--- src/rtl/vga_rx_monitor.sv ---
// Receive-side VGA timing monitor: locks onto HSYNC/VSYNC, checks line/frame
// timing and emits a registered (x, y, colour) pixel stream once locked.
//
// state    | meaning
// S_SEARCH | waiting for the first HSYNC leading edge
// S_HCHK   | measuring one line length between HSYNC edges
// S_HLOCK  | line timing good, waiting for VSYNC aligned with HSYNC
// S_LOCKED | line and frame timing verified, pixels emitted
module vga_rx_monitor #(
  parameter int H_TOTAL  = 800,
  parameter int H_SYNC   = 96,
  parameter int H_BP     = 48,
  parameter int H_ACTIVE = 640,
  parameter int V_TOTAL  = 525,
  parameter int V_SYNC   = 2,
  parameter int V_BP     = 33,
  parameter int V_ACTIVE = 480,
  parameter int SYNC_ACT = 0
) (
  input  logic       clk,
  input  logic       rst_n,
  input  logic       pix_en,
  input  logic [6:0] vga,
  output logic       locked,
  output logic       pix_valid,
  output logic [9:0] pix_x,
  output logic [9:0] pix_y,
  output logic [4:0] pix_data,
  output logic       frame_done,
  output logic       h_err,
  output logic       v_err,
  output logic [7:0] err_cnt
);

  localparam logic       SACT = 1'(SYNC_ACT);
  localparam logic [9:0] HT1  = 10'(H_TOTAL - 1);
  localparam logic [9:0] HSW  = 10'(H_SYNC);
  localparam logic [9:0] HA0  = 10'(H_SYNC + H_BP);
  localparam logic [9:0] HA1  = 10'(H_SYNC + H_BP + H_ACTIVE);
  localparam logic [9:0] HXL  = 10'(H_SYNC + H_BP + H_ACTIVE - 1);
  localparam logic [9:0] VT1  = 10'(V_TOTAL - 1);
  localparam logic [9:0] VSW  = 10'(V_SYNC);
  localparam logic [9:0] VA0  = 10'(V_SYNC + V_BP);
  localparam logic [9:0] VA1  = 10'(V_SYNC + V_BP + V_ACTIVE);
  localparam logic [9:0] VYL  = 10'(V_SYNC + V_BP + V_ACTIVE - 1);
  localparam logic [9:0] CMAX = 10'h3ff;

  typedef enum logic [1:0] {S_SEARCH, S_HCHK, S_HLOCK, S_LOCKED} state_t;

  state_t     state, state_nx;
  logic       hs_prev, vs_prev;
  logic [9:0] hcnt, vcnt;

  logic       hs, vs, hs_edge, vs_edge, hs_fall, vs_fall;
  logic [9:0] hcnt_nx, vcnt_nx;
  logic       chk_h, chk_v, herr_c, verr_c, any_err, pix_vis;
  logic       h_e, v_e;
  logic [8:0] err_sum;

  assign hs      = (vga[6] == SACT);
  assign vs      = (vga[5] == SACT);
  assign hs_edge = hs & ~hs_prev;
  assign vs_edge = vs & ~vs_prev;
  assign hs_fall = ~hs & hs_prev;
  assign vs_fall = ~vs & vs_prev;

  assign hcnt_nx = hs_edge ? 10'd0 : ((hcnt == CMAX) ? CMAX : hcnt + 10'd1);
  assign vcnt_nx = vs_edge ? 10'd0 : (hs_edge ? vcnt + 10'd1 : vcnt);

  assign chk_h = (state == S_HLOCK) || (state == S_LOCKED);
  assign chk_v = (state == S_LOCKED);

  assign herr_c = chk_h & ((hs_edge & (hcnt != HT1)) |
                           (hs_fall & (hcnt_nx != HSW)) |
                           ((hcnt_nx == CMAX) & (hcnt != CMAX)));
  assign verr_c = chk_v & ((vs_edge & (~hs_edge | (vcnt != VT1))) |
                           (vs_fall & hs_edge & (vcnt_nx != VSW)));
  assign any_err = herr_c | verr_c;

  // the sample that trips a check never yields a pixel
  assign pix_vis = (state == S_LOCKED) & ~any_err &
                   (hcnt_nx >= HA0) & (hcnt_nx < HA1) &
                   (vcnt_nx >= VA0) & (vcnt_nx < VA1);

  assign h_e     = pix_en & herr_c;
  assign v_e     = pix_en & verr_c;
  assign err_sum = {1'b0, err_cnt} + {8'd0, h_e} + {8'd0, v_e};
  assign locked  = (state == S_LOCKED);

  always_comb begin
    state_nx = state;
    if (pix_en) begin
      if (any_err) begin
        state_nx = S_SEARCH;
      end else begin
        case (state)
          S_SEARCH: if (hs_edge) state_nx = S_HCHK;
          S_HCHK:   if (hs_edge && hcnt == HT1) state_nx = S_HLOCK;
          S_HLOCK:  if (vs_edge && hs_edge) state_nx = S_LOCKED;
          default:  state_nx = state;
        endcase
      end
    end
  end

  always_ff @(posedge clk or negedge rst_n) begin
    if (!rst_n) begin
      state <= S_SEARCH;
    end else begin
      state <= state_nx;
    end
  end

  always_ff @(posedge clk or negedge rst_n) begin
    if (!rst_n) begin
      hs_prev    <= 1'b0;
      vs_prev    <= 1'b0;
      hcnt       <= 10'd0;
      vcnt       <= 10'd0;
      pix_valid  <= 1'b0;
      pix_x      <= 10'd0;
      pix_y      <= 10'd0;
      pix_data   <= 5'd0;
      frame_done <= 1'b0;
      h_err      <= 1'b0;
      v_err      <= 1'b0;
      err_cnt    <= 8'd0;
    end else begin
      pix_valid  <= pix_en & pix_vis;
      frame_done <= pix_en & pix_vis & (hcnt_nx == HXL) & (vcnt_nx == VYL);
      h_err      <= h_e;
      v_err      <= v_e;
      err_cnt    <= err_sum[8] ? 8'hff : err_sum[7:0];
      if (pix_en) begin
        hs_prev <= hs;
        vs_prev <= vs;
        hcnt    <= hcnt_nx;
        vcnt    <= vcnt_nx;
        if (pix_vis) begin
          pix_x    <= hcnt_nx - HA0;
          pix_y    <= vcnt_nx - VA0;
          pix_data <= vga[4:0];
        end
      end
    end
  end

endmodule
--- config.mk ---
export PLATFORM = sky130hd
export DESIGN_NAME = vga_rx_monitor
export DESIGN_NICKNAME = d
export VERILOG_FILES = /design/src/rtl/vga_rx_monitor.sv
export SDC_FILE = /design/constraint.sdc
export NUM_CORES = 1
export LEC_CHECK = 0
export ABC_AREA = 1
export CAP_MARGIN = 10
export CELL_PAD_IN_SITES_DETAIL_PLACEMENT = 1
export CELL_PAD_IN_SITES_GLOBAL_PLACEMENT = 1
export CORE_MARGIN = 2
export CORE_UTILIZATION = 28
export DETAILED_ROUTE_END_ITERATION = 6
export GPL_ROUTABILITY_DRIVEN = 0
export GPL_TIMING_DRIVEN = 0
export HOLD_SLACK_MARGIN = 0.05
export PLACE_DENSITY_LB_ADDON = 0.1
export SYNTH_ARGS = -nofsm -noshare
export SYNTH_HDL_FRONTEND = slang
export SYNTH_SLANG_ARGS = --single-unit
--- constraint.sdc ---
create_clock -name clk -period 4 [get_ports clk]
set_input_delay 0.6 -clock clk [delete_from_list [all_inputs] [get_ports clk]]
set_output_delay 0.6 -clock clk [all_outputs]
set_load 0.01 [all_outputs]
* Word level (Yosys, flattened, before mapping)
Index checks and enable logic that the tools add are counted.
** Storage, ports and cells
- Flip-flop bits (word level) :: 61
- Output and inout port bits :: 38
- Word-level logic and storage cells :: 89
** Operators by class
- Add/sub/neg operators :: 6
- $lt $le $gt $ge :: 4
- Eq/ne operators :: 16
- Muxes and demuxes :: 10
- Bitwise logic cells :: 33
- Reductions and logical operators :: 7
** Operators by type and width (count)
- equality test 10 bit, second input constant :: 5
- two-way mux 10 bit :: 4
- != test 10 bit, second input constant :: 3
- AND 1 bit :: 22
- adder 10 x 1 -> 10 bit, second input constant :: 2
- less-than comparator 10 bit, second input constant :: 2
- greater-or-equal comparator 10 x 6 -> 1 bit, second input constant :: 1
- greater-or-equal comparator 10 x 8 -> 1 bit, second input constant :: 1
- != test 10 x 2 -> 1 bit, second input constant :: 1
- != test 10 x 7 -> 1 bit, second input constant :: 1
- subtractor 10 x 6 -> 10 bit, second input constant :: 1
- subtractor 10 x 8 -> 10 bit, second input constant :: 1
- adder 8 x 1 -> 9 bit :: 1
- adder 9 x 1 -> 9 bit :: 1
- two-way mux 2 bit :: 4
- two-way mux 8 bit :: 1
- != test 3 bit, second input constant :: 2
- inverter 1 bit :: 6
- case mux 2 bit (3 select lines) :: 1
- bitwise OR 1 bit :: 5
- AND reduction 5 bit :: 1
- equality test 2 bit, second input constant :: 2
- nonzero test 4 bit :: 1
- != test 3 x 2 -> 1 bit, second input constant :: 1
- 5 further kinds :: 6

* Logic depth before layout (Yosys ltp)
Gate-level depths: netlist of run 1.
- Depth in word-level cells :: 18
- Mapped depth :: 27
- Mapped depth without buffers :: 26

* Worst setup path before layout of run 1
Ideal clock, no wire load.
- Path type :: register to register
- From :: register hcnt[0]
- To :: register err_cnt[2]
- Library setup time :: 83 ps
- Data arrival time :: 3325 ps
- Path slack :: 593 ps
- Stages on the path, launching flop included :: 28
- Path buffers :: 1
- Cell sequence :: dfrtp_1 -> ha_1 -> nand2_1 -> nor2_4 -> nand3_2 -> buf_6 -> inv_1 -> o21ai_0 -> inv_1 -> ha_1 -> nand2_1 -> nor2_1 -> nand3_1 -> nand2_1 -> inv_1 -> nand2_1 -> nand2_2 -> nor2_1 -> inv_1 -> fa_1 -> inv_1 -> ha_1 -> nand2_1 -> nor2_1 -> inv_1 -> nor2_1 -> nand2_1 -> o21ai_0
** On the way
- Cells in the longest elaborated chain, start to end :: 12
- Elaborated cells on any way between the ends :: 18
- Classes of those cells :: add/sub: 3; eq/ne: 5; mux: 3; bitwise: 7
** Ends and longest elaborated chain
- start, declared :: line 52 : logic [9:0] hcnt, vcnt;
- start signal, assigned :: line 137 : hcnt <= hcnt_nx;
- adder 10 x 1 -> 10 bit or equality test 10 bit (tied branches) :: line 67 : assign hcnt_nx = hs_edge ? 10'd0 : ((hcnt == CMAX) ? CMAX : hcnt + 10'd1);
- two-way mux 10 bit (*) (2 in a row) :: line 67
- named net hcnt_nx[4] :: line 55 : logic [9:0] hcnt_nx, vcnt_nx;
- != test 10 x 7 -> 1 bit :: line 74 : (hs_fall & (hcnt_nx != HSW)) |
- AND 1 bit :: line 74
- bitwise OR 1 bit :: line 73 : assign herr_c = chk_h & ((hs_edge & (hcnt != HT1)) |
- bitwise OR 1 bit (*) :: line 74
- AND 1 bit (*) :: line 73
- AND 1 bit (*) :: line 85 : assign h_e = pix_en & herr_c;
- named net h_e :: line 57 : logic h_e, v_e;
- adder 8 x 1 -> 9 bit (*) :: line 87 : assign err_sum = {1'b0, err_cnt} + {8'd0, h_e} + {8'd0, v_e};
- adder 9 x 1 -> 9 bit (*) :: line 87
- two-way mux 8 bit (*) :: line 133 : err_cnt <= err_sum[8] ? 8'hff : err_sum[7:0];
- end signal, assigned :: line 133
- end, declared :: line 32 : output logic [7:0] err_cnt
Mark *: on every way through the listed nets, which the timed path passes. The rest lies on a longest branch.
A chain may end at the register's enable or synchronous reset.

* Worst setup path in the final report of run 1
- From :: register hcnt[1]
- To :: register err_cnt[6]
The elaborated chain is that of the path after synthesis.

==> out/metrics.yaml, run 1 <==
sta:
  slew_headroom: 0.4439
  setup_ws_ns: 0.3688
  finalHoldViolCount: 0
  fin_crit_ns: 3.631
  fin_hold_ws_ns: 0.3428
  fmax_mhz: 275.4
  fin_crit_sh: 0.9078
  finalSetupViolations: 0
  clock_skew_ns: 0.008601
  worstMarginPinSlew_ns: 0.8342
  drv_slew: 0
placed_design:
  port_buffers: 46
  hpwl_mm: 8.741
  dpl_cell_area_um2: 4547
  place_ws_ns: -0.6713
global_routing:
  grt_util_all_layers: 0.1685
  grt_pass1_wl_mm: 19.32
  antenna_found_initial: 0
  first_global_vias: 3849
  grt_remaining_overflow: 0
  grt_max_degree: 62
worst_setup_path:
  critical_path_class: "flip-flop to flip-flop"
  crit_start: "hcnt[1]"
  critPathLaunchType: "flip-flop"
  worst-path-max-fanout: 7
  critPathMaxStageDelay_ns: 0.39
  rr_startpoint: "hcnt[1]"
  cp-end-kind: "flip-flop"
  arrival_ns: 3.89
  critPathTopFamily: "simple AND/OR/NAND/NOR gates"
  crit_buf_inv: 6
  critPathRequiredTime_ns: 4.26
  worst_path_max_delay_cell: "dfrtp_1"
  cpMostUsedCell: "inv_1"
logic_synthesis:
  syn_avg_cell_area_um2: 7.498
  yosys_register_bits: 61
  netlist_instances: 516
  synth_area_leader_cell: "dfrtp_1"
  synth_area_um2: 3869
  synth_top_cell_area_share: 0.3946
  synthesis.nets: 543
  synth_warnings: 0
  yosys-top-cells-area: "dfrtp_1 39%, nand2_1 16%, nand3_1 6.2%, ha_1 5.2%, inv_1 5.0%"
  ys_types: 40
  yosysSeqAreaShare: 0.3946
floorplan:
  dieArea_um2: 14770
  die_w_um: 121.5
  die_y_um: 121.5
  initial_core_util: 0.2898
  core-area_um2: 13350
  num_rows: 42
  io_pins: 48
clocking:
  clkTransAtPathRegs_ns: 0.06
  hold_buffers: 0
  cts_htree_levels: 3
  root_buffer: "clkbuf_16"
  clockBufferDepth: 2
  cts_tree: "done"
  numCtsBuffers: 9
  cts.sinks: 61
  clock_latency_ns: 0.34
job:
  drv_cap: 0
routing:
  drc: 0
  routed_wl_mm: 11.59
  wl_per_cell_um: 15.31
  vias_per_cell: 4.703
  first_pass_iters: 4
  drtIter0Drc: 179
  num_vias: 3560
  ant_nets: 0
cells_and_area:
  layout-drive-gt1-share: 0.1463
  register_area_um2: 1528
  finalNetCount: 603
  fin_area_um2: 4951
  antenna_cells: 0
  multi_input_area_um2: 2067
  area_growth_pct: 27.98
  fill_cells: 1620
power_and_ir_drop:
  p_leak_uw: 0.002483
  vdd_drop_max_mv: 0.2448
  p_per_area_nw_per_um2: 400.0
status:
  status: "completed"
hold_path:
  hold_class: "input port to asynchronous set/reset pin"
==> what timing repair did <==
action	in CTS	in global routing
endpoints found under the setup margin	8	8
resized for setup	4	15
buffers inserted	0	4
endpoints found under the hold margin	0	0
pin swaps	0	2
==> layer usage <==
| layer | share of wire | routed length (um) | global-route usage |
|---|---|---|---|
| met1 | 0.47 | 5443 | 0.2198 |
| met2 | 0.49 | 5707 | 0.2798 |
| met3 | 0.023 | 272 | 0.03418 |
| met4 | 0.014 | 165 | 0.05532 |
| met5 | 0 | 0 | 0 |
==> metrics by stage <==
step                      setup TNS (ns)  cells    util  power (uW)
after global routing            -0.06100    757  0.3709        2093
after detailed placement          -4.811    738  0.3406        1162
after global placement            -4.260    738  0.3408        1147
after floorplan                        0    516       -       989.2
after CTS                              0    753  0.3644        2010
final                                  0    757  0.3709        1980
==> final cells by class <==
cell class | instances | share of cell area
clock inverters | 3 | 0.008592
well taps | 176 | 0.04448
multi-input cells | 377 | 0.4175
clock buffers | 13 | 0.05459
plain buffers | 13 | 0.01820
flip-flops and latches | 61 | 0.3086
repair buffers | 50 | 0.09906
inverters | 64 | 0.04903
==> layout by cell type (no fill, tap or decap), types with 6 or more instances in the layout <==
cell / synthesis / layout
a21oi_1: 10 / 10
nand4_1: 11 / 11
nor2_1: 33 / 30
nor2_2: 6 / 7
o21ai_0: 27 / 26
clkdlybuf4s50_1: 0 / 44
nand3_2: 7 / 6
dfrtp_1: 61 / 60
nand3_1: 48 / 48
inv_1: 52 / 52
buf_4: 4 / 10
clkbuf_1: 5 / 6
inv_2: 10 / 10
nand2_1: 161 / 158
xor2_1: 10 / 10
o21ai_1: 6 / 6
clkbuf_16: 0 / 9
ha_1: 16 / 15
nand2_2: 9 / 12
==> logic make-up (layout without fill, tap and decap cells) <==
kind of cell,Yosys count,after routing,synth area share
compound gates,52,52,0.07342
simple gates,297,297,0.3635
xor+xnor,11,11,0.02490
flops,61,61,0.3946
buf+inv,78,143,0.08668
fa+ha+maj,17,17,0.05692
==> synthesized netlist by cell type (all sizes together) <==
cell    count
a21oi      11
nor3        4
o22ai       1
nand4      12
nand2     173
inv        63
or2         2
dfrtp      61
buf         9
nor3b       2
o21ai      35
o311ai      1
nand3      55
fa          1
xor2       10
clkbuf      5
o41ai       1
or3         1
ha         16
xnor2       1
clkinv      1
nand3b      5
a31oi       3
nor2       43
==> final timing paths <==
path / depth (start not counted) / endpoint / slack, ns
worst max-delay path: 26 / err_cnt[6] / 0.37
worst min-delay path: 1 / vcnt[7] / 0.34
worst max register to register: 26 / err_cnt[6] / 0.37
worst min register to register: 2 / pix_y[2] / 0.47
max in group asynchronous: 1 / hcnt[0] / 3.04
min in group clk: 2 / pix_y[2] / 0.47
==> report_power, final <==
| group | internal (uW) | leakage, uW | switching, uW | total [uW] |
|---|---|---|---|---|
| clock network | 532 | 0.000152 | 294 | 827 |
| logic | 168 | 0.00151 | 267 | 435 |
| registers | 667 | 0.000821 | 51.5 | 719 |
| total | 1370 | 0.00248 | 613 | 1980 |
==> flip-flops by register name (all words and copies together) (netlist names), 2 cells and up <==
| name | cells |
|---|---|
| err_cnt | 8 |
| hcnt | 10 |
| state | 2 |
| pix_x | 10 |
| pix_data | 5 |
| pix_y | 10 |
| vcnt | 10 |
No activity file was read; power rests on OpenSTA's default activity.
==> run 2, diff against run 1 <==
--- a/config.mk
+++ b/config.mk
@@ -19,3 +19,4 @@
 export SYNTH_ARGS = -nofsm -noshare
 export SYNTH_HDL_FRONTEND = slang
 export SYNTH_SLANG_ARGS = --single-unit
+export TNS_END_PERCENT = 50
==> results of run 2 <==
The final DEF is identical to that of run 1; final timing and power are the same.
==> run 3, diff against run 2 <==
--- a/config.mk
+++ b/config.mk
@@ -10,12 +10,12 @@
 export CELL_PAD_IN_SITES_DETAIL_PLACEMENT = 1
 export CELL_PAD_IN_SITES_GLOBAL_PLACEMENT = 1
 export CORE_MARGIN = 2
-export CORE_UTILIZATION = 28
+export CORE_UTILIZATION = 35
 export DETAILED_ROUTE_END_ITERATION = 6
 export GPL_ROUTABILITY_DRIVEN = 0
 export GPL_TIMING_DRIVEN = 0
 export HOLD_SLACK_MARGIN = 0.05
-export PLACE_DENSITY_LB_ADDON = 0.1
+export PLACE_DENSITY = 0.7
 export SYNTH_ARGS = -nofsm -noshare
 export SYNTH_HDL_FRONTEND = slang
 export SYNTH_SLANG_ARGS = --single-unit
==> run 3 against run 2 <==
First-iteration DRC count shrank 28%. Core utilization up 8.0 points. Clock power decreased by 12%. Sequential share of layout area is 0.56 points higher. Final cell count fell by 4.2%. Global-route usage is 3.3 points higher. Register-to-register slack gained 0.04 ns. Sequential cell count unchanged. Die area fell by 19%. Highest routed layer unchanged.
==> out/metrics.yaml, run 3 (synthesis gave the netlist of run 1 again) <==
floorplan:
  core-area_um2: 10790
  die_y_um: 109.1
  num_rows: 38
  io_pins: 48
  initial_core_util: 0.3585
  die_w_um: 109.1
  dieArea_um2: 11910
cells_and_area:
  final_cells: 725
  layout_commonest_cell: "nand2_1"
  finalNetCount: 607
  layout_common_cells: "158 x nand2_1, 60 x dfrtp_1, 51 x inv_1, 48 x nand3_1, 44 x clkdlybuf4s50_1"
  layout-drive-gt1-share: 0.1538
  multi_input_area_um2: 2049
  fill_cells: 1343
  area_growth_pct: 25.71
  register_area_um2: 1528
  fin_area_um2: 4863
  antenna_cells: 0
worst_setup_path:
  critPathRequiredTime_ns: 4.28
  cp-end-kind: "flip-flop"
  arrival_ns: 3.91
  critical_path_class: "input port to flip-flop"
  critPathLaunchType: "input port"
  r2r_slack_ns: 0.41
  worst-path-max-fanout: 10
routing:
  drc: 0
  routed_wl_mm: 11.21
  vias_per_cell: 4.888
  m1WireLength_mm: 5.224
  drtIter0Drc: 128
  ant_nets: 0
  num_vias: 3544
  highest_layer: "met4"
  first_pass_iters: 6
  met2WireLength_mm: 5.555
  wl_per_cell_um: 15.46
  met3_length_um: 281
clocking:
  clock_latency_ns: 0.36
  root_buffer: "clkbuf_8"
  cts_htree_levels: 3
  hold_buffers: 0
  numCtsBuffers: 9
  cts.sinks: 61
  clkTransAtPathRegs_ns: 0.08
  cts_tree: "done"
  clockBufferDepth: 2
hold_path:
  hold_class: "input port to asynchronous set/reset pin"
placed_design:
  port_buffers: 46
  place_ws_ns: -0.6421
  dpl_cell_area_um2: 4502
  dpl.cell_count: 702
  hpwl_mm: 8.352
global_routing:
  grt_util_all_layers: 0.2019
  first_global_vias: 3707
  grt_max_degree: 62
  antenna_found_initial: 0
  grt_pass1_wl_mm: 18.42
  grt_remaining_overflow: 0
sta:
  finalHoldViolCount: 0
  finalSetupViolations: 0
  fmax_mhz: 275.6
  fin_crit_sh: 0.9070
  clock_skew_ns: 0.007765
  drv_slew: 0
  worstMarginPinSlew_ns: 0.8269
  slew_headroom: 0.4487
  fin_crit_ns: 3.628
  setup_ws_ns: 0.3718
  fin_hold_ws_ns: 0.3211
power_and_ir_drop:
  vdd_drop_max_mv: 0.2240
  p_leak_uw: 0.002472
  power.total_uw: 1882
  p_per_area_nw_per_um2: 387.0
job:
  drv_cap: 0
status:
  status: "completed"
-- run 3: per-layer routing --
metal / global-route usage / vias to the layer above
li1: - / 1778
met1: 0.2511 / 1716
met2: 0.3487 / 37
met3: 0.04363 / 13
met4: 0.06044 / 0
met5: 0 / -
-- run 3: critical path, cell delays in order --
cell	delay, ns
clkdlybuf4s50_1	0.52
nor2_2	0.06
inv_1	0.12
clkbuf_4	0.26
nand2_1	0.18
ha_1	0.25
nand3_1	0.10
nor3_2	0.06
nand2_1	0.08
nand2_1	0.06
nand2_1	0.10
nand2_2	0.09
nor2_1	0.15
inv_1	0.07
fa_1	0.36
inv_1	0.08
ha_1	0.16
nand2_1	0.09
nor2_1	0.10
inv_1	0.09
nor2_4	0.12
a21oi_1	0.07
a31oi_1	0.13
-- run 3: final timing paths --
check / startpoint / endpoint / cells past startpoint
worst max-delay path: vga[5] / err_cnt[6] / 23
worst min-delay path: rst_n / vcnt[6] / 1
worst max register to register: hcnt[1] / err_cnt[6] / 27
worst min register to register: pix_y[4] / pix_y[4] / 2
max in group asynchronous: rst_n / hcnt[0] / 1
min in group clk: pix_y[4] / pix_y[4] / 2
-- run 3: area by class of cell --
class,count,share of cell area
multi-input combinational,377,0.4214
clock buffer,11,0.03113
inverter,64,0.04991
buffer,13,0.01852
timing repair buffer,54,0.1070
clock inverter,5,0.02187
sequential,61,0.3141
tap,140,0.03602
-- run 3: what timing repair did --
| item | CTS | global route |
|---|---|---|
| resized for setup | 3 | 13 |
| pin swaps | 0 | 2 |
| buffers inserted | 0 | 8 |
| setup endpoints to repair | 8 | 8 |
| endpoints found under the hold margin | 0 | 0 |
-- run 3: where the power goes --
group / internal, uW / total, uW / switching, uW
Clock: 449 / 727 / 277
Sequential: 666 / 716 / 49.8
Combinational: 172 / 440 / 268
-- run 3: per-stage QoR --
step           TNS [ns]  utilization
2_1_floorplan         0            -
3_3_place_gp     -3.653       0.4173
3_5_place_dp     -4.469       0.4171
4_1_cts               0       0.4411
5_1_grt        -0.01024       0.4506
6_report              0       0.4506
==> variant, RTL diff (settings of run 2) <==
Reset style: synchronous (`rst_n`), changed in 2 clocked blocks.
--- a/src/rtl/vga_rx_monitor.sv
+++ b/src/rtl/vga_rx_monitor.sv
@@ -104,5 +104,5 @@
   end
 
-  always_ff @(posedge clk or negedge rst_n) begin
+  always_ff @(posedge clk) begin
     if (!rst_n) begin
       state <= S_SEARCH;
@@ -112,5 +112,5 @@
   end
 
-  always_ff @(posedge clk or negedge rst_n) begin
+  always_ff @(posedge clk) begin
     if (!rst_n) begin
       hs_prev    <= 1'b0;
Check against the original RTL: same outputs for any inputs over 10 cycles, from zero or initial values and one cycle with rst_n low; that may be too few to reach the edited logic, so the function may still have changed.
==> variant against run 2 <==
  * Routed wire length up 2.6%
  * First-iteration DRC count down 36%
  * Largest cell class unchanged
  * Final area up 2.1%
  * Synthesized area up 3.6%
  * Final cell count up 9.8%
  * Non-clock buffer count up 4
  * Worst setup slack worse by 0.057 ns
  * Sequential cell count unchanged
  * Total power down 11%
  * Critical endpoint is now err_cnt[5]
  * Clock power up 4.2%
==> variant: results (changes against run 2) <==
metric	value	unit	change
inv_count	105		was 64
routedWlPerCell	14.3	um	was 15.3 um
synthTopCellsByCount	nand2_1 (106), inv_1 (92), nor2_1 (62), dfxtp_1 (61), nand3_1 (47)		was nand2_1 (161), dfrtp_1 (61), inv_1 (52), nand3_1 (48), nor2_1 (33)
clock_area_frac	0.0646		was 0.0632
critPathTopFamily	simple AND/OR/NAND/NOR gates		unchanged
critPathMaxStageDelay	0.49	ns	was 0.39 ns
async_reset_ff_frac	0		was 1.00
seq_area	0.00122	sq mm	was 0.00153 sq mm
multi_input_cells	402		was 377
min-delay-path-class	register to register		was primary input to async pin
synth.avg_cell_area	6.79	sq um	was 7.50 sq um
nNonClkBuffers	67		was 63
synth_area_leaders	dfxtp_1 (30%), nand2_1 (9.9%), inv_1 (8.6%), nand3_1 (5.9%), nor2_1 (5.8%)		was dfrtp_1 (39%), nand2_1 (16%), nand3_1 (6.2%), ha_1 (5.2%), inv_1 (5.0%)
critical_path_class	primary input to register		was register to register
clk-insertion-delay-late	0.33	ns	
path_max_fanout	10		was 7
p_total	1760	uW	was 1980 uW
post-route-period-util	0.922		was 0.908
grt_pass1_wl	19.5	mm	was 19.3 mm
drt_iter0_drc	114		was 179
arrival	3.89	ns	about the same
holdWs	0.513	ns	was 0.343 ns
max-vdd-ir-drop	0.000193	V	was 0.000245 V
rrSetupSlack	0.37	ns	about the same
track_usage	0.166		was 0.168
synth_compound_area_frac	0.0974		was 0.0734
cts_made_buffers	9		unchanged
syn-cell-area	0.00401	sq mm	was 0.00387 sq mm
grt_pass1_vias	3909		was 3849
drive_gt1_frac	0.149		was 0.146
via_count	3802		was 3560
layout.nets	673		was 603
pre_cts_ws	-0.555	ns	was -0.671 ns
p_leak	0.00226	uW	was 0.00248 uW
critical-path-slowest-cell	clkdlybuf4s50_1		was dfrtp_1
slew_headroom	0.613		was 0.444
combPwrFrac	0.142		was 0.220
multi_input_area	0.00229	sq mm	was 0.00207 sq mm
synth_cell_types	42		was 40
ys_seq_area_frac	0.305		was 0.395
placed_cells	815		was 738
grt_max_degree	11		was 62
r2r-end	err_cnt[5]		was err_cnt[6]
clockPowerShare	0.489		was 0.417
critPathLaunch	vga[5]		was hcnt[1]
port-buffer-count	45		was 46
skew	0.00372	ns	was 0.00860 ns
rr_startpoint	hcnt[0]		was hcnt[1]
final_area	0.00506	sq mm	was 0.00495 sq mm
whs_endpoint	pix_data[1]		
buf_share	0.117		about the same
status	finished, final reports clean		unchanged
synthAdderAreaFrac	0.0550		was 0.0569
reg2reg_depth	24		was 26
dp_hpwl	9.36	mm	was 8.74 mm
nClkBuffers	12		was 13
ys.flop_type	dfxtp_1		was dfrtp_1
num-fill-cells	1756		was 1620
final_cells	831		was 757
synth_xor_area_frac	0.0350		was 0.0249
-- variant: cell count changes after synthesis, moves of 8 or more --
cell      delta
a21oi_1     +25
nand2_2     +20
clkbuf_1     +8
nor2_1      +29
inv_1       +40
dfxtp_1     +61
dfrtp_1     -61
nand2_1     -55
-- variant: cells by family (layout without fill, tap and decap cells) --
group	Yosys count	in the layout
DFF	61	61
and+or+nand+nor	297	297
AOI/OAI and AO/OA	72	72
xor gates and xnor gates	16	16
buffers and inverters	127	188
adders and majority gates	17	17
-- variant: layer usage --
| metal | track usage | wire [um] | vias up |
|---|---|---|---|
| met4 | 0.0632 | 214 | 0 |
| met2 | 0.267 | 5360 | 42 |
| met3 | 0.0247 | 318 | 13 |
| met5 | 0 | 0 | - |
| li1 | - | - | 1966 |
| met1 | 0.223 | 6000 | 1781 |
-- variant: repair_timing --
action / 4_1_cts / 5_1_grt
resized for setup: 3 / 11
endpoints found under the setup margin: 6 / 7
pin swaps: 0 / 2
hold endpoints to repair: 0 / 0
setup buffers: 0 / 0
